==> src/rtl/seq_det_pkg.sv <==
// Shared constants for the sequenced running-parity arbiter: FSM state encoding and
// default sizing.
package seq_det_pkg;

  localparam int unsigned DEF_N_REQ  = 4;
  localparam int unsigned DEF_DATA_W = 8;

  typedef enum logic [1:0] {
    IDLE  = 2'd0,
    SHIFT = 2'd1,
    DONE  = 2'd2
  } state_t;

endpackage

==> src/rtl/serial_parity_core.sv <==
// Shared serial Mealy running-parity detector: dout = s ^ din, s accumulates while enabled.
// Clear wins over enable.
module serial_parity_core (
  input  logic i_clk,
  input  logic i_rst,
  input  logic i_clr,
  input  logic i_en,
  input  logic i_din,
  output logic o_dout
);

  logic r_s;

  assign o_dout = r_s ^ i_din;

  always_ff @(posedge i_clk) begin
    if (!i_rst) begin
      r_s <= 1'b0;
    end else if (i_clr) begin
      r_s <= 1'b0;
    end else if (i_en) begin
      r_s <= r_s ^ i_din;
    end
  end

endmodule

==> src/rtl/seq_det_arbiter.sv <==
// Round-robin arbiter/sequencer feeding granted words LSB-first through one shared parity
// detector. Define SEQ_DET_ARB_FIXED_PRIO_EN for fixed lowest-index-wins priority.
module seq_det_arbiter
  import seq_det_pkg::*;
#(
  parameter int unsigned N_REQ  = DEF_N_REQ,
  parameter int unsigned DATA_W = DEF_DATA_W,
  localparam int unsigned ID_W  = $clog2(N_REQ),
  localparam int unsigned CNT_W = $clog2(DATA_W)
) (
  input  logic                    i_clk,
  input  logic                    i_rst,
  input  logic [N_REQ-1:0]        i_req,
  input  logic [N_REQ*DATA_W-1:0] i_req_data,
  output logic [N_REQ-1:0]        o_gnt,
  output logic                    o_busy,
  output logic                    o_done,
  output logic [ID_W-1:0]         o_done_id,
  output logic [DATA_W-1:0]       o_result,
  output logic                    o_parity
);

  localparam logic [CNT_W-1:0] LastBit = CNT_W'(DATA_W - 1);

  state_t              r_state;
  logic [N_REQ-1:0]    r_gnt;
  logic                r_busy;
  logic                r_done;
  logic [ID_W-1:0]     r_done_id;
  logic [ID_W-1:0]     r_cur_id;
  logic [DATA_W-1:0]   r_result;
  logic                r_parity;
  logic [DATA_W-1:0]   r_shreg;
  logic [CNT_W-1:0]    r_cnt;

  logic                w_start;
  logic                w_shift_en;
  logic                w_dout;
  logic [ID_W-1:0]     w_winner;
  logic [DATA_W-1:0]   w_sel_data;

  assign w_start    = (r_state == IDLE) && (|i_req);
  assign w_shift_en = (r_state == SHIFT);

`ifdef SEQ_DET_ARB_FIXED_PRIO_EN
  logic w_found;

  always_comb begin
    w_winner = '0;
    w_found  = 1'b0;
    for (int i = 0; i < int'(N_REQ); i++) begin
      if (i_req[i] && !w_found) begin
        w_winner = ID_W'(i);
        w_found  = 1'b1;
      end
    end
  end
`else
  logic [ID_W-1:0] r_last;
  int unsigned     w_dist;
  int unsigned     w_best;

  // Distance 0 is the slot right after the last winner; smallest distance wins.
  always_comb begin
    w_winner = '0;
    w_dist   = '0;
    w_best   = N_REQ;
    for (int i = 0; i < int'(N_REQ); i++) begin
      w_dist = (32'(i) + N_REQ - 1 - 32'(r_last)) % N_REQ;
      if (i_req[i] && (w_dist < w_best)) begin
        w_best   = w_dist;
        w_winner = ID_W'(i);
      end
    end
  end

  always_ff @(posedge i_clk) begin
    if (!i_rst) begin
      r_last <= ID_W'(N_REQ - 1);
    end else if (w_start) begin
      r_last <= w_winner;
    end
  end
`endif

  always_comb begin
    w_sel_data = '0;
    for (int i = 0; i < int'(N_REQ); i++) begin
      if (w_winner == ID_W'(i)) begin
        w_sel_data = i_req_data[i*DATA_W +: DATA_W];
      end
    end
  end

  serial_parity_core u_core (
    .i_clk  (i_clk),
    .i_rst  (i_rst),
    .i_clr  (w_start),
    .i_en   (w_shift_en),
    .i_din  (r_shreg[0]),
    .o_dout (w_dout)
  );

  always_ff @(posedge i_clk) begin
    if (!i_rst) begin
      r_state   <= IDLE;
      r_gnt     <= '0;
      r_busy    <= 1'b0;
      r_done    <= 1'b0;
      r_done_id <= '0;
      r_cur_id  <= '0;
      r_result  <= '0;
      r_parity  <= 1'b0;
      r_shreg   <= '0;
      r_cnt     <= '0;
    end else begin
      r_gnt  <= '0;
      r_done <= 1'b0;
      unique case (r_state)
        IDLE: begin
          if (w_start) begin
            r_shreg  <= w_sel_data;
            r_gnt    <= N_REQ'(1) << w_winner;
            r_busy   <= 1'b1;
            r_cur_id <= w_winner;
            r_cnt    <= '0;
            r_state  <= SHIFT;
          end
        end
        SHIFT: begin
          r_shreg  <= r_shreg >> 1;
          r_result <= {w_dout, r_result[DATA_W-1:1]};
          r_cnt    <= r_cnt + 1'b1;
          if (r_cnt == LastBit) begin
            r_state   <= DONE;
            r_done    <= 1'b1;
            r_done_id <= r_cur_id;
            r_parity  <= w_dout;
          end
        end
        DONE: begin
          r_state <= IDLE;
          r_busy  <= 1'b0;
        end
        default: r_state <= IDLE;
      endcase
    end
  end

  assign o_gnt     = r_gnt;
  assign o_busy    = r_busy;
  assign o_done    = r_done;
  assign o_done_id = r_done_id;
  assign o_result  = r_result;
  assign o_parity  = r_parity;

endmodule
==> config.mk <==
export PLATFORM = sky130hd
export DESIGN_NAME = seq_det_arbiter
export DESIGN_NICKNAME = d
export VERILOG_FILES = /design/src/rtl/seq_det_pkg.sv /design/src/rtl/serial_parity_core.sv /design/src/rtl/seq_det_arbiter.sv
export SDC_FILE = /design/constraint.sdc
export NUM_CORES = 1
export LEC_CHECK = 0
export ABC_AREA = 0
export BUFFER_PORTS_ARGS = -buffer_cell sky130_fd_sc_hd__buf_2
export CELL_PAD_IN_SITES_DETAIL_PLACEMENT = 2
export CELL_PAD_IN_SITES_GLOBAL_PLACEMENT = 2
export CORE_ASPECT_RATIO = 0.7
export CORE_UTILIZATION = 30
export DETAILED_ROUTE_END_ITERATION = 10
export PLACE_DENSITY = 0.81
export SLEW_MARGIN = 15
export SYNTH_ARGS = -nofsm -noshare
export SYNTH_HDL_FRONTEND = slang
export SYNTH_HIERARCHICAL = 1
export SYNTH_SLANG_ARGS = --single-unit
==> constraint.sdc <==
create_clock -name i_clk -period 11.25 [get_ports i_clk]
set_input_delay 1.6875 -clock i_clk [delete_from_list [all_inputs] [get_ports i_clk]]
set_output_delay 1.6875 -clock i_clk [all_outputs]
set_load 0.01 [all_outputs]
==> results of run 1 <==
==> state kept, by name, indices dropped and copies added (netlist names) <==
register,count
u_core/r_s,1
r_cnt,3
o_done_id,2
r_last,2
o_result,8
o_parity,1
o_gnt,4
r_shreg,8
r_state,2
o_done,1
r_cur_id,2
o_busy,1
==> per-layer routing <==
metal / track usage, % / share of wire, % / vias up
li1: - / - / 823
met4: 4.69 / 1.0 / 0
met2: 30.4 / 45 / 30
met1: 25.6 / 50 / 788
met3: 4.93 / 3.7 / 6
met5: 0 / 0 / -
==> report_power, final <==
part / switching [mW] / internal, mW / total [mW]
Clock: 0.0462 / 0.0423 / 0.0885
Combinational: 0.0801 / 0.0521 / 0.132
Sequential: 0.0116 / 0.140 / 0.152
==> synth_stat cells, types with 4 or more instances <==
| cell type | count | area (sq um) |
|---|---|---|
| a21oi_1 | 14 | 70.1 |
| a22oi_1 | 7 | 52.6 |
| clkbuf_1 | 6 | 22.5 |
| dfxtp_1 | 35 | 701 |
| ha_1 | 5 | 62.6 |
| inv_1 | 7 | 26.3 |
| mux2_1 | 4 | 45.0 |
| nand2_1 | 26 | 97.6 |
| nand3_1 | 6 | 30.0 |
| nor2_1 | 21 | 78.8 |
| nor3_1 | 7 | 35.0 |
| o21ai_0 | 5 | 25.0 |
| o21ai_1 | 4 | 20.0 |
| o21bai_1 | 5 | 37.5 |
| o32ai_1 | 5 | 43.8 |
==> logic make-up after synthesis <==
| group | Yosys count | share of synthesized area, % |
|---|---|---|
| and+or+nand+nor | 71 | 19.3 |
| xor gates and xnor gates | 2 | 1.03 |
| AOI/OAI and AO/OA | 59 | 23.9 |
| muxes | 10 | 6.41 |
| buffers and inverters | 18 | 4.49 |
| adders and majority gates | 5 | 3.68 |
| DFF | 35 | 41.2 |
==> worst max path at each step <==
stage	start	slack [ns]	to
finish	i_req[0]	5.68	r_shreg[0]$_SDFFE_PN0P_
detailed placement	i_req[0]	5.33	r_shreg[0]$_SDFFE_PN0P_
floorplan	i_req[0]	6.17	r_shreg[0]$_SDFFE_PN0P_
global route	i_req[0]	5.31	r_shreg[0]$_SDFFE_PN0P_
CTS	i_req[0]	5.65	r_shreg[0]$_SDFFE_PN0P_
global placement	i_req[0]	5.57	r_last[1]$_SDFFE_PN1P_
==> area by class of cell <==
type / instances / area, sq um / area share [%]
clock buffer: 5 / 68.8 / 3.28
clock inverter: 3 / 15.0 / 0.716
inverter: 8 / 31.3 / 1.49
multi-input combinational: 147 / 922 / 43.9
sequential: 35 / 701 / 33.4
tap: 72 / 90.1 / 4.29
timing repair buffer: 54 / 270 / 12.9
==> stage by stage <==
stage               utilization, %  hold slack [ns]  power (mW)  setup slack [ns]  std cells
CTS                           39.3            0.469       0.375              5.65        324
global placement              37.7            0.440       0.281              5.57        316
global route                  39.3            0.490       0.399              5.31        324
detailed placement            37.7            0.459       0.286              5.33        316
finish                        39.3            0.463       0.372              5.68        324
floorplan                        -            0.440       0.248              6.17        200
==> cell usage in the layout (no fill, tap or decap), drive strengths merged <==
cell     count
nor3         7
nand3b       1
o21a         1
mux2i        3
o221ai       2
nor2        21
a211oi       1
o22ai        1
nand2       27
o21bai       5
or3          2
nor4b        1
a21o         1
a22o         2
o2bb2ai      1
xor2         2
a31o         1
ha           5
inv          7
and4b        1
o21ai       10
nand2b       2
o211ai       1
dfxtp       35
a21bo        1
clkbuf       5
clkinv       4
nand3        6
buf         54
mux2         7
o32ai        5
a21oi       16
nor4         2
a22oi        8
nand4        1
a31oi        3
==> worst max-delay path, stage by stage <==
cell and delay [ns]:
buf_2 0.14, nand2b_1 0.10, ha_1 0.32, a21oi_1 0.10, o21ai_2 0.51, o21ai_0 0.25
ha_1 0.32, o22ai_1 0.21, a22o_1 0.46, nand2_1 0.10, o21a_1 0.12, ha_1 0.35
a21oi_1 0.09, o21ai_1 0.32, a21oi_2 0.15, or3_1 0.37, a31oi_1 0.17
==> results.py, run 1 <==
metrics = {
    "worst_setup_path": {
        "timing.critical_path.arrival_ns": 5.78,
        "critical_path.reg2reg.startpoint": "r_last[0]$_SDFFE_PN1P_",
        "cp-start-kind": "primary input",
        "worstSetupPathType": "primary input to flip-flop",
        "r2r_end": "r_shreg[0]$_SDFFE_PN0P_",
        "required_time_reported_for_the_critical_path_endpoint_ns": 11.46,
        "timing.reg2reg.setup_slack_ns": 6.69,
        "endpoint_class_of_the_critical_path": "flip-flop",
        "crit_fanout": 14,
        "number_of_cell_instances_on_the_worst_register_to_register_path": 16,
    },
    "detailed_routing": {
        "vias": 1647,
        "drt_first_iter_violations": 30,
        "post_route_ant_nets": 0,
        "drt-total-wl_mm": 5.23,
        "detail_route.first_pass.iterations": 4,
        "drt-wirelength-per-cell_um": 16.1,
        "residual_drc_count": 0,
        "routed_via_density": 5.08,
    },
    "sta": {
        "transition_at_the_pin_with_the_smallest_max_transition_slack_ns": 0.735,
        "layout_worst_path_cycle_share_pct": 49.5,
        "number_of_failing_setup_endpoints_in_the_final_timing_report": 0,
        "relative_slew_margins_pct": 51.0,
        "period_needed_ns": 5.57,
        "setup_tns_ns": 0,
        "grt_setup_unrepaired": "false",
        "clock-skew-final_ns": 0.00831,
        "max_freq_mhz": 180,
        "final-hold-violation-count": 0,
        "final_max_slew_violation_count": 0,
    },
    "logic_synthesis": {
        "post_synthesis_instance_area_sq_um": 1700,
        "yosysWarnings": 6,
        "post_synth_edffs": 0,
        "synth.lib_cells_used.distinct": 44,
        "yosys_register_bits": 35,
        "synthCells": 200,
        "async_flop_share_pct": 0,
        "synthesis.nets": 243,
        "synth_top_flop_cell": "dfxtp_1",
        "synthesis.area_per_instance_sq_um": 8.50,
        "synth-seq-area-share_pct": 41.2,
    },
    "placed_design": {
        "final_weighted_congestion_of_routability_driven_global_placement": 0.794,
        "post_dp_hpwl_mm": 3.92,
        "number_of_buffers_inserted_by_port_buffering": 54,
        "standard_cell_area_after_detailed_placement_sq_um": 2010,
    },
    "global_route": {
        "grt_first_pass_wirelength_mm": 8.73,
        "grt_start_max_net_pins": 24,
        "grt_overflow_total": 0,
        "initial_antenna_violation_count": 0,
        "number_of_global_route_vias_before_repair": 1726,
        "grt_use_total_pct": 19.0,
    },
    "final_layout": {
        "layout-area-overhead-vs-synth_pct": 23.5,
        "fin_area_sq_um": 2100,
        "final.fill_count": 644,
        "finalNetCount": 294,
        "insertedDiodeCount": 0,
        "drive_above_1_share_pct": 29.0,
    },
    "die": {
        "die-height_um": 65.0,
        "core.rowCount": 22,
        "dieArea_sq_um": 5970,
        "ios": 55,
        "start_util_pct": 31.8,
        "coreArea_sq_um": 5340,
        "die_w_um": 92.0,
    },
    "clock_tree": {
        "clockBufferDepth": 2,
        "clk_transition_reported_paths_ns": 0.07,
        "postCtsHoldBufs": 0,
        "clock-root-buffer": "clkbuf_8",
        "number_of_h_tree_levels": 2,
        "cts_tree": "built",
        "setup_bufs_post_cts": 0,
        "numCtsBuffers": 5,
        "clock_sink_count": 35,
        "clk_latency_ns": 0.29,
        "post_cts_resize_count": 0,
    },
    "power": {
        "total_leakage_power_nw": 0.906,
        "max_rail_drop_vdd_v": 0.0000521,
        "power_density_nw_per_um2": 177,
    },
    "outcome": {
        "status": "finished clean",
    },
    "min_path": {
        "hold_path.startpoint": "o_result[0]$_SDFFE_PN0P_",
        "whs_path_depth": 2,
        "hold_wc_path_type": "flip-flop to flip-flop",
        "min_delay_worst_endpoint": "o_result[0]$_SDFFE_PN0P_",
    },
    "job": {
        "max_cap_viol_count": 0,
    },
}
Power figures use the tool's default switching activity.
==> run 2: changes to the inputs <==
Settings changed: CORE_UTILIZATION 30 to 28, PLACE_DENSITY 0.81 to 0.77.
Clock period 11.25 ns to 5.4 ns, I/O delays scaled along.
==> run 2 against run 1 <==
Clock skew decreased by 0.0022 ns. Utilization decreased by 2.4 points. Via count up 1.4%. Sequential cell count is the same. Power rose by 130%. Worst setup slack got worse by 5.0 ns. Highest routed layer unchanged.
==> results.py, run 2 (synthesized netlist as in run 1, its figures left out) <==
metrics = {
    "outcome": {
        "status": "finished clean",
    },
    "detailed_routing": {
        "routed_via_density": 5.11,
        "drt-total-wl_mm": 5.34,
        "drt-wirelength-per-cell_um": 16.3,
        "post_route_ant_nets": 0,
        "residual_drc_count": 0,
        "vias": 1670,
        "detail_route.first_pass.iterations": 4,
        "drt_first_iter_violations": 65,
    },
    "die": {
        "die_w_um": 95.1,
        "start_util_pct": 29.4,
        "core.rowCount": 23,
        "die-height_um": 67.2,
        "coreArea_sq_um": 5780,
        "dieArea_sq_um": 6390,
        "ios": 55,
    },
    "final_layout": {
        "ff_latch_area_sq_um": 701,
        "drive_above_1_share_pct": 29.0,
        "final.fill_count": 682,
        "multiInputGateArea_sq_um": 922,
        "final_cells": 327,
        "insertedDiodeCount": 0,
        "finalNetCount": 294,
        "layout-area-overhead-vs-synth_pct": 25.7,
        "final_core_utilization_pct": 36.9,
        "most_common_library_cell_in_the_layout_ignoring_fill_and_taps": "buf_2",
        "layout_common_cells": "54 x buf_2, 35 x dfxtp_1, 26 x nand2_1, 21 x nor2_1, 14 x a21oi_1",
    },
    "clock_tree": {
        "postCtsHoldBufs": 0,
        "clk_transition_reported_paths_ns": 0.08,
        "clock-root-buffer": "clkbuf_8",
        "setup_bufs_post_cts": 0,
        "clk_latency_ns": 0.29,
        "numCtsBuffers": 5,
        "number_of_h_tree_levels": 2,
        "clock_sink_count": 35,
        "cts_tree": "built",
        "post_cts_resize_count": 0,
        "clockBufferDepth": 2,
    },
    "placed_design": {
        "final_weighted_congestion_of_routability_driven_global_placement": 0.786,
        "dp_cells": 319,
        "place_worst_setup_slack_ns": 0.353,
        "post_dp_hpwl_mm": 3.97,
        "number_of_buffers_inserted_by_port_buffering": 54,
    },
    "sta": {
        "relative_slew_margins_pct": 50.3,
        "number_of_failing_setup_endpoints_in_the_final_timing_report": 0,
        "grt_setup_unrepaired": "false",
        "period_needed_ns": 4.71,
        "max_freq_mhz": 212,
        "clock-skew-final_ns": 0.00613,
        "worst_hold_slack_ns": 0.458,
        "final_max_slew_violation_count": 0,
        "setup_tns_ns": 0,
        "transition_at_the_pin_with_the_smallest_max_transition_slack_ns": 0.745,
        "fin_ws_ns": 0.688,
        "layout_worst_path_cycle_share_pct": 87.3,
        "final-hold-violation-count": 0,
    },
    "global_route": {
        "initial_antenna_violation_count": 0,
        "grt_first_pass_wirelength_mm": 8.33,
        "number_of_global_route_vias_before_repair": 1676,
        "grt_use_total_pct": 17.6,
        "grt_overflow_total": 0,
        "grt_start_max_net_pins": 24,
    },
    "worst_setup_path": {
        "critical_path.reg2reg.startpoint": "r_last[0]$_SDFFE_PN1P_",
        "r2r_end": "r_shreg[0]$_SDFFE_PN0P_",
        "timing.reg2reg.setup_slack_ns": 0.86,
        "crit_fanout": 14,
        "endpoint_class_of_the_critical_path": "flip-flop",
        "worstSetupPathType": "primary input to flip-flop",
        "timing.critical_path.arrival_ns": 4.93,
        "number_of_cell_instances_on_the_worst_register_to_register_path": 16,
        "required_time_reported_for_the_critical_path_endpoint_ns": 5.62,
        "cp-start-kind": "primary input",
    },
    "min_path": {
        "min_delay_worst_endpoint": "o_result[0]$_SDFFE_PN0P_",
        "whs_path_depth": 2,
        "hold_path.startpoint": "o_result[0]$_SDFFE_PN0P_",
        "hold_wc_path_type": "flip-flop to flip-flop",
    },
    "power": {
        "max_rail_drop_vdd_v": 0.000110,
        "total_leakage_power_nw": 0.919,
        "power_density_nw_per_um2": 394,
    },
    "job": {
        "max_cap_viol_count": 0,
    },
}
[run 2: cell types whose count changed in the layout (fill, tap and decap cells not counted)]
cell | previous run | this run
bufinv_16 | 0 | 1
clkinv_2 | 4 | 2
clkbuf_8 | 5 | 6
[run 2: worst max-delay path, stage by stage]
cell and delay (ns):
buf_2 0.14, nand2b_1 0.09, ha_1 0.30, a21oi_1 0.09, o21ai_2 0.51, o21ai_0 0.27
ha_1 0.32, o22ai_1 0.20, a22o_1 0.48, nand2_1 0.11, o21a_1 0.12, ha_1 0.34
a21oi_1 0.09, o21ai_1 0.32, a21oi_2 0.16, or3_1 0.39, a31oi_1 0.16
[run 2: worst max-delay path by stage]
stage,startpoint,to,slack (ns)
2_1_floorplan,i_req[0],r_shreg[0]$_SDFFE_PN0P_,1.20
3_3_place_gp,i_req[0],r_shreg[4]$_SDFFE_PN0P_,0.58
3_5_place_dp,i_req[0],r_shreg[0]$_SDFFE_PN0P_,0.35
4_1_cts,i_req[0],r_shreg[0]$_SDFFE_PN0P_,0.63
5_1_grt,i_req[0],r_shreg[2]$_SDFFE_PN0P_,0.27
6_report,i_req[0],r_shreg[0]$_SDFFE_PN0P_,0.69
[run 2: per-stage QoR]
stage	cell area (sq um)	power, mW
after floorplan	1700	0.517
after global placement	2020	0.586
after detailed placement	2020	0.600
after CTS	2140	0.853
after global routing	2140	0.897
final	2140	0.842
[run 2: layout make-up]
| class | instances | share of cell area [%] |
|---|---|---|
| Multi-Input combinational cell | 147 | 43.2 |
| Inverter | 8 | 1.46 |
| Timing Repair Buffer | 54 | 12.7 |
| Sequential cell | 35 | 32.8 |
| Tap cell | 75 | 4.39 |
| Clock buffer | 6 | 3.87 |
| Clock inverter | 2 | 1.64 |
[run 2: power by group]
part | internal (mW) | switching, mW
combinational | 0.107 | 0.171
clock | 0.149 | 0.0978
sequential | 0.292 | 0.0252
total | 0.549 | 0.294
[run 2: layer usage]
metal	up-vias	routed length [um]	track usage [%]
met4	0	97	5.11
met1	801	2510	22.3
met2	34	2490	29.4
met3	10	234	4.95
met5	-	0	0
li1	825	-	-
==> run 3: changes to the inputs <==
Settings changed: GPL_TIMING_DRIVEN set to 0, MAX_ROUTING_LAYER set to met4, REMOVE_ABC_BUFFERS set to 1.
==> run 3 against run 2 <==
Clock power decreased by 22%. Clock-buffer cell count is the same. Sequential cell count did not move. Clock skew fell by 0.0026 ns. Critical endpoint unchanged. Wire length decreased by 1.5%. Largest cell class unchanged. Cell count down 0.31%. Die area unchanged. Global-route usage increased by 0.32 points. Sequential share of layout area increased by 0.47 points. Critical path type unchanged.
==> results.py, run 3 (synthesized netlist as in run 1, its figures left out) <==
metrics = {
    "global_route": {
        "grt_overflow_total": 0,
        "grt_first_pass_wirelength_mm": 8.41,
        "initial_antenna_violation_count": 0,
        "number_of_global_route_vias_before_repair": 1720,
        "grt_use_total_pct": 17.9,
        "grt_start_max_net_pins": 24,
    },
    "sta": {
        "worst_hold_slack_ns": 0.461,
        "transition_at_the_pin_with_the_smallest_max_transition_slack_ns": 0.756,
        "period_needed_ns": 4.95,
        "final_max_slew_violation_count": 0,
        "max_freq_mhz": 202,
        "setup_tns_ns": 0,
        "clock-skew-final_ns": 0.00352,
        "grt_setup_unrepaired": "false",
        "layout_worst_path_cycle_share_pct": 91.7,
        "relative_slew_margins_pct": 49.6,
        "number_of_failing_setup_endpoints_in_the_final_timing_report": 0,
        "fin_ws_ns": 0.448,
        "final-hold-violation-count": 0,
    },
    "final_layout": {
        "fin_area_sq_um": 2110,
        "drive_above_1_share_pct": 28.7,
        "final_core_utilization_pct": 36.4,
        "final_cells": 326,
        "insertedDiodeCount": 0,
        "layout-area-overhead-vs-synth_pct": 23.9,
        "most_common_library_cell_in_the_layout_ignoring_fill_and_taps": "buf_2",
        "final.fill_count": 688,
        "finalNetCount": 294,
        "layout_common_cells": "54 x buf_2, 35 x dfxtp_1, 26 x nand2_1, 21 x nor2_1, 14 x a21oi_1",
    },
    "power": {
        "total_leakage_power_nw": 0.905,
        "power.switching_fraction_pct": 36.6,
        "power_mw": 0.787,
        "max_rail_drop_vdd_v": 0.000101,
        "power_density_nw_per_um2": 374,
        "sequentialPowerShare_pct": 40.0,
        "internal_power_mw": 0.499,
        "combPwrFrac_pct": 35.5,
        "netSwitchingPower_mw": 0.288,
        "clock_power_share_pct": 24.5,
    },
    "clock_tree": {
        "setup_bufs_post_cts": 0,
        "postCtsHoldBufs": 0,
        "cts_tree": "built",
        "clk_latency_ns": 0.28,
        "clock-root-buffer": "clkbuf_8",
        "clockBufferDepth": 2,
        "post_cts_resize_count": 0,
        "number_of_h_tree_levels": 2,
        "clk_transition_reported_paths_ns": 0.07,
        "numCtsBuffers": 5,
        "clock_sink_count": 35,
    },
    "detailed_routing": {
        "drt-wirelength-per-cell_um": 16.1,
        "drt-total-wl_mm": 5.25,
        "post_route_ant_nets": 0,
        "detail_route.first_pass.iterations": 4,
        "routed_via_density": 5.14,
        "drt_first_iter_violations": 50,
        "residual_drc_count": 0,
        "vias": 1677,
    },
    "placed_design": {
        "number_of_buffers_inserted_by_port_buffering": 54,
        "post_dp_hpwl_mm": 3.89,
        "standard_cell_area_after_detailed_placement_sq_um": 2020,
        "final_weighted_congestion_of_routability_driven_global_placement": 0.772,
        "place_worst_setup_slack_ns": 0.111,
        "dp_cells": 319,
    },
    "worst_setup_path": {
        "crit_fanout": 14,
        "required_time_reported_for_the_critical_path_endpoint_ns": 5.61,
        "timing.critical_path.arrival_ns": 5.16,
        "worstSetupPathType": "primary input to flip-flop",
        "cp-start-kind": "primary input",
        "endpoint_class_of_the_critical_path": "flip-flop",
    },
    "outcome": {
        "status": "finished clean",
    },
    "min_path": {
        "hold_wc_path_type": "flip-flop to flip-flop",
    },
    "die": {
        "ios": 55,
        "die_w_um": 95.1,
        "die-height_um": 67.2,
        "dieArea_sq_um": 6390,
        "start_util_pct": 29.4,
        "core.rowCount": 23,
        "coreArea_sq_um": 5780,
    },
    "job": {
        "max_cap_viol_count": 0,
    },
}
[run 3: changes by cell type in the layout (fill, tap and decap cells not counted)]
| cell | change |
|---|---|
| bufinv_16 | -1 |
[run 3: final timing paths]
kind	from	cells after the start	slack (ns)	end
max	i_req[0]	17	0.45	r_shreg[0]$_SDFFE_PN0P_
min reg2reg	o_result[0]$_SDFFE_PN0P_	2	0.46	o_result[0]$_SDFFE_PN0P_
min	o_result[0]$_SDFFE_PN0P_	2	0.46	o_result[0]$_SDFFE_PN0P_
max reg2reg	r_last[1]$_SDFFE_PN1P_	16	0.67	r_shreg[0]$_SDFFE_PN0P_
[run 3: cell type report]
type                       count  area (sq um)  area share (%)
multi-input combinational    147           922            43.8
sequential                    35           701            33.3
tap                           75          93.8            4.46
inverter                       8          31.3            1.49
clock inverter                 1          5.00           0.238
clock buffer                   6          82.6            3.92
timing repair buffer          54           270            12.8
[run 3: worst max-delay path, cell delays in order]
cell and delay, ns:
buf_2 0.16, nand2b_1 0.10, ha_1 0.30, a21oi_1 0.10
o21ai_2 0.54, o21ai_0 0.26, ha_1 0.33, o22ai_1 0.20
a22o_1 0.51, nand2_1 0.11, o21a_1 0.12, ha_1 0.35
a21oi_1 0.10, o21ai_1 0.43, a21oi_2 0.19, or3_1 0.38
a31oi_1 0.17
[run 3: power by group through the flow]
stage | clock (mW) | combinational (mW) | sequential, mW
floorplan | 0 | 0.192 | 0.317
global placement | 0 | 0.271 | 0.319
detailed placement | 0 | 0.279 | 0.320
CTS | 0.198 | 0.282 | 0.315
global route | 0.210 | 0.310 | 0.319
finish | 0.193 | 0.280 | 0.315
[run 3: per-layer routing]
| metal | wire length, um | vias to the layer above | track usage [%] |
|---|---|---|---|
| met1 | 2610 | 821 | 23.4 |
| met5 | 0 | - | - |
| met3 | 198 | 4 | 4.05 |
| met2 | 2410 | 34 | 28.4 |
| li1 | - | 818 | - |
| met4 | 37 | 0 | 3.98 |
